===== src/rtl/trap_controller.sv =====
// Trap entry / trap return sequencer: picks one event in IDLE, then flushes the pipeline,
// commits CSR/privilege state and redirects fetch through a ready handshake.
`ifndef XLEN
`define XLEN 32
`endif

module trap_controller #(
  parameter int unsigned XLEN = `XLEN
) (
  input  logic            clk,
  input  logic            reset_n,
  input  logic            exc_valid,
  input  logic [4:0]      exc_code,
  input  logic [XLEN-1:0] exc_pc,
  input  logic [XLEN-1:0] exc_val,
  input  logic            irq_pending,
  input  logic [4:0]      irq_code,
  input  logic [XLEN-1:0] irq_pc,
  input  logic            xret_valid,
  input  logic            xret_is_mret,
  input  logic [1:0]      current_priv,
  input  logic [15:0]     medeleg,
  input  logic [15:0]     mideleg,
  input  logic [XLEN-1:0] mtvec,
  input  logic [XLEN-1:0] stvec,
  input  logic [XLEN-1:0] mepc,
  input  logic [XLEN-1:0] sepc,
  input  logic [1:0]      mpp,
  input  logic            spp,
  input  logic            redirect_ready,
  output logic            busy,
  output logic            pipe_stall,
  output logic            pipe_flush,
  output logic            trap_csr_we,
  output logic            xret_csr_we,
  output logic            trap_to_s,
  output logic [XLEN-1:0] trap_cause,
  output logic [XLEN-1:0] trap_epc,
  output logic [XLEN-1:0] trap_tval,
  output logic            priv_we,
  output logic [1:0]      priv_next,
  output logic            redirect_valid,
  output logic [XLEN-1:0] redirect_pc
);

  localparam logic [1:0] PRIV_S = 2'b01;
  localparam logic [1:0] PRIV_M = 2'b11;

  typedef enum logic [1:0] {
    ST_IDLE     = 2'd0,
    ST_FLUSH    = 2'd1,
    ST_COMMIT   = 2'd2,
    ST_REDIRECT = 2'd3
  } state_t;

  state_t          r_state;
  logic            r_is_xret;
  logic [XLEN-1:0] r_target;

  logic            w_evt;
  logic            w_is_irq;
  logic            w_is_xret;
  logic [4:0]      w_code;
  logic [15:0]     w_deleg;
  logic            w_to_s;
  logic [XLEN-1:0] w_tvec;
  logic [XLEN-1:0] w_base;
  logic [XLEN-1:0] w_target;
  logic [XLEN-1:0] w_cause;
  logic [XLEN-1:0] w_epc;
  logic [XLEN-1:0] w_tval;
  logic [1:0]      w_priv;

  // Decode the highest-priority event and everything the sequence will need from it
  always_comb begin
    w_evt     = exc_valid | irq_pending | xret_valid;
    w_is_irq  = !exc_valid && irq_pending;
    w_is_xret = !exc_valid && !irq_pending && xret_valid;
    w_code    = exc_valid ? exc_code : irq_code;
    w_deleg   = exc_valid ? medeleg : mideleg;
    w_to_s    = (current_priv != PRIV_M) && !w_code[4] && w_deleg[w_code[3:0]];
    w_cause   = XLEN'(w_code);
    w_epc     = exc_pc;
    w_tval    = exc_val;
    w_priv    = PRIV_M;

    if (w_is_irq) begin
      w_cause = (XLEN'(1) << (XLEN - 1)) | XLEN'(w_code);
      w_epc   = irq_pc;
      w_tval  = '0;
    end

    if (w_is_xret) begin
      w_to_s  = !xret_is_mret;
      w_cause = '0;
      w_epc   = '0;
      w_tval  = '0;
    end

    w_tvec = w_to_s ? stvec : mtvec;
    w_base = {w_tvec[XLEN-1:2], 2'b00};
    // Only interrupts honour vectored mode
    if (w_is_irq && (w_tvec[1:0] == 2'b01)) begin
      w_target = w_base + (XLEN'(w_code) << 2);
    end else begin
      w_target = w_base;
    end

    if (w_is_xret) begin
      if (xret_is_mret) begin
        w_target = {mepc[XLEN-1:1], 1'b0};
        w_priv   = mpp;
      end else begin
        w_target = {sepc[XLEN-1:1], 1'b0};
        w_priv   = {1'b0, spp};
      end
    end else begin
      w_priv = w_to_s ? PRIV_S : PRIV_M;
    end
  end

  // Sequencer with all outputs registered from the next state
  always_ff @(posedge clk or negedge reset_n) begin
    if (!reset_n) begin
      r_state        <= ST_IDLE;
      r_is_xret      <= 1'b0;
      r_target       <= '0;
      busy           <= 1'b0;
      pipe_stall     <= 1'b0;
      pipe_flush     <= 1'b0;
      trap_csr_we    <= 1'b0;
      xret_csr_we    <= 1'b0;
      trap_to_s      <= 1'b0;
      trap_cause     <= '0;
      trap_epc       <= '0;
      trap_tval      <= '0;
      priv_we        <= 1'b0;
      priv_next      <= PRIV_M;
      redirect_valid <= 1'b0;
      redirect_pc    <= '0;
    end else begin
      pipe_flush  <= 1'b0;
      trap_csr_we <= 1'b0;
      xret_csr_we <= 1'b0;
      priv_we     <= 1'b0;
      case (r_state)
        ST_IDLE: begin
          if (w_evt) begin
            r_state    <= ST_FLUSH;
            r_is_xret  <= w_is_xret;
            r_target   <= w_target;
            busy       <= 1'b1;
            pipe_stall <= 1'b1;
            pipe_flush <= 1'b1;
            trap_to_s  <= w_to_s;
            trap_cause <= w_cause;
            trap_epc   <= w_epc;
            trap_tval  <= w_tval;
            priv_next  <= w_priv;
          end
        end
        ST_FLUSH: begin
          r_state     <= ST_COMMIT;
          priv_we     <= 1'b1;
          trap_csr_we <= !r_is_xret;
          xret_csr_we <= r_is_xret;
        end
        ST_COMMIT: begin
          r_state        <= ST_REDIRECT;
          redirect_valid <= 1'b1;
          redirect_pc    <= r_target;
        end
        ST_REDIRECT: begin
          if (redirect_ready) begin
            r_state        <= ST_IDLE;
            redirect_valid <= 1'b0;
            busy           <= 1'b0;
            pipe_stall     <= 1'b0;
          end
        end
        default: r_state <= ST_IDLE;
      endcase
    end
  end

endmodule


===== config.mk =====
export PLATFORM = sky130hd
export DESIGN_NAME = trap_controller
export DESIGN_NICKNAME = d
export VERILOG_FILES = /design/src/rtl/trap_controller.sv
export SDC_FILE = /design/constraint.sdc
export NUM_CORES = 1
export LEC_CHECK = 0
export ABC_AREA = 0
export CAP_MARGIN = 40
export CORE_MARGIN = 5
export CORE_UTILIZATION = 30
export DETAILED_ROUTE_END_ITERATION = 7
export MAX_ROUTING_LAYER = met4
export PLACE_DENSITY = 0.77
export SYNTH_ARGS = -nofsm -noshare
export SYNTH_HDL_FRONTEND = slang
export SYNTH_SLANG_ARGS = --single-unit

===== constraint.sdc =====
create_clock -name clk -period 1.9 [get_ports clk]
set_clock_uncertainty 0.15 [all_clocks]
set_input_delay 0.38 -clock clk [delete_from_list [all_inputs] [get_ports clk]]
set_output_delay 0.38 -clock clk [all_outputs]
set_load 0.1 [all_outputs]

==> metrics.cfg <==
[place]
globalplace.congestion = 0.925
placement.io_buffers = 386
dp.cells = 1647
post-dp-hpwl_um = 27000
dp_slack_ns = -3.03

[yosys]
synth_largest_area_cell = dfrtp_1
synth.area.top_cells = dfrtp_1 43%, mux2i_1 9.4%, a22o_1 9.1%
yosys_warnings = 0
synthCells = 815
synth_seq_cells = 144
muxShareOfSynthArea_pct = 15.6
ys_seq_area_share_pct = 43.4
ys.flop_type = dfrtp_1
synth_area_per_cell_um2 = 10.2
synth_xor_area_share_pct = 2.95
synth_top_area_share_pct = 42.7
synth-compound-area-share_pct = 18.3
synthSimpleGateAreaFrac_pct = 11.9
synth_edf_count = 0
yosys.area_share.adder_pct = 1.74
netlist_area_um2 = 8320
async_flop_share_pct = 100
synth_top_family_by_area = compound AO/OA/AOI/OAI gates
synth_cell_types = 62

[routing]
routed_wl_um = 34600
postRouteAntennaNets = 0
drc = 0
drt-wirelength-per-cell_um = 20.2
vias_per_cell = 4.99
dr.pass1.iters = 5
num_vias = 8549
drt_iter0_markers = 464

[critical_path]
reg2reg_from = r_state[0]
cpMaxStageDelayCell = fa_2
path_delay_family = compound AO/OA/AOI/OAI gates
end_kind = flop
r2r_slack_ns = 0.13
cp_num_buf_inv = 4
worstPathCellList = buf_12 -> buf_12 -> mux2i_1 -> o32ai_2 -> nor4_2 -> buf_4 -> o22ai_4 -> nor2_4 -> mux2_4 -> ha_4 -> fa_2 -> a21o_1 -> a21oi_2 -> nor2b_4 -> buf_4 -> o21ai_4 -> nor3_2 -> mux2_4 -> o211ai_1 -> xnor2_1 -> o21ai_1
cp-start-kind = primary input
critPathMaxFanout = 5
cp_slowest_stage_delay_ns = 0.35
reg2reg_to = redirect_pc[15]
worstSetupPathType = in -> reg
reg2reg_depth = 5
cp.arrival_ns = 4.09
crit_required_ns = 2.06

[floorplan]
die_area_um2 = 31200
start_util_pct = 30.2
ios = 416
fp.dieH_um = 177
rows = 61
core_area_um2 = 27600
fp.dieW_um = 177

[layout]
nNetsFinal = 1608
area_growth_pct = 90.7
nFillCells = 2275
layout_common_cells = 234 x clkdlybuf4s50_1, 142 x dfrtp_1, 135 x buf_4
final-seq-area_um2 = 3610
stdcell_count = 1712
final_common_cell = clkdlybuf4s50_1
final_layout_size_suffix_gt1_share_pct = 31.9
multi_input_area_um2 = 4740

[sta]
rsz0062_at_grt = true
setup_viol = 31
max_freq_mhz = 255
fin_setup_tns_ns = -52.08
finalCritPeriodShare_pct = 207
hold_violations = 0
fin_ws_ns = -2.03
finalMaxSlewViolations = 0
relSlewSlack_pct = 56.2
min_period_ns = 3.93
tightest_slew_ns = 0.657

[flow_run]
max_cap_viol_count = 0

[global_route]
antenna_found_initial = 2
busiest_layer = met2
grt_pass1_vias = 9144
grtUsageMet1_pct = 26.1
grt_max_degree = 62
grt_pass1_wl_um = 51900
use_met2_pct = 37.0
use_met3_pct = 5.27
grt_overflow_total = 0
grt_usage_pct = 22.2

[power]
peakVddDrop_mv = 1.34
finalPower_w = 0.0283
swShare_pct = 52.2
seqPwrFrac_pct = 21.1
switchingPower_w = 0.0148
leakage_nw = 7.06
power.density_nw_per_um2 = 1780
clkPwrFrac_pct = 12.2
pwr-share-comb_pct = 66.7
p_int_w = 0.0135

[clock_tree]
root_buffer = clkbuf_16
cts_tree = built
cts_sinks = 144
ctsHtreeMaxLevel = 4
clk_pin_slew_ns = 0.07
cts_buffers = 17
clockBufferDepth = 2
clk_latency_ns = 0.43

[outcome]
status = finished, violations left
violations = setup timing

[hold_path]
hold_class = in -> async

registers in the layout, summed over array words and instances (netlist names), 2 cells and up:
register / count
r_target: 31
trap_epc: 32
trap_cause: 6
trap_tval: 32
r_state: 2
redirect_pc: 31
priv_next: 2
worst max path at each step:
| stage | start | cells past startpoint | endpoint |
|---|---|---|---|
| after floorplan | exc_valid | 20 | r_target[28] |
| after global placement | irq_code[0] | 18 | r_target[28] |
| after detailed placement | irq_code[0] | 18 | r_target[28] |
| after CTS | irq_code[0] | 17 | r_target[28] |
| after global routing | irq_code[0] | 19 | r_target[24] |
| final | exc_code[0] | 21 | r_target[20] |
power by group through the flow:
stage	Sequential [W]	Clock, W	Combinational (W)
4_1_cts	0.00599	0.00353	0.0189
2_1_floorplan	0.0132	0	0.00353
6_report	0.00598	0.00346	0.0189
3_5_place_dp	0.00604	0	0.0187
3_3_place_gp	0.00597	0	0.0185
5_1_grt	0.00616	0.00367	0.0195
logic make-up after synthesis:
logic type,count (synthesis)
muxes,123
xor gates and xnor gates,28
AOI/OAI and AO/OA,213
and+or+nand+nor,197
buffers and inverters,98
adders and majority gates,11
other,1
DFF,144
per-layer routing:
layer / part of all wire (%) / vias to the layer above
met3: 7.4 / 56
met5: 0 / -
met1: 41 / 4152
met4: 3.2 / 0
met2: 49 / 365
li1: - / 3976
what timing repair did:
action                                 4_1_cts  5_1_grt
pin swaps                                   41       18
setup endpoints to repair                  102       50
cloned                                       2        0
gates resized for setup                    102       50
setup buffers                               24        6
endpoints found under the hold margin      125        0
hold buffers                                 1        0
synthesized netlist by cell type (8+ instances only):
cell type	count
o21ai_1	8
mux2i_1	78
nand4_1	10
mux2_2	43
ha_1	10
o21ai_0	37
nand3_1	27
xnor2_1	23
nand2_1	56
buf_4	33
nor2_1	29
and3_1	10
nor3_1	33
clkbuf_1	42
a22o_1	86
dfrtp_1	142
a21oi_1	42
inv_1	11
stage by stage:
stage | utilization, % | cell area [µm²] | hold slack (ns)
finish | 57.6 | 15900 | 0.225
global route | 57.6 | 15900 | 0.217
CTS | 56.8 | 15600 | 0.221
detailed placement | 53.1 | 14600 | 0.109
global placement | 53.1 | 14600 | 0.110
floorplan | - | 8540 | -0.0656
cell type report:
cell class              count  area share, %
inverters                  11          0.260
diodes                      2         0.0315
flip-flops and latches    144           22.7
repair buffers            546           40.2
clock buffers              17           2.68
well taps                 378           2.98
clock inverters            15           1.18
multi-input cells         599           29.9
Power figures use the tool's default switching activity.
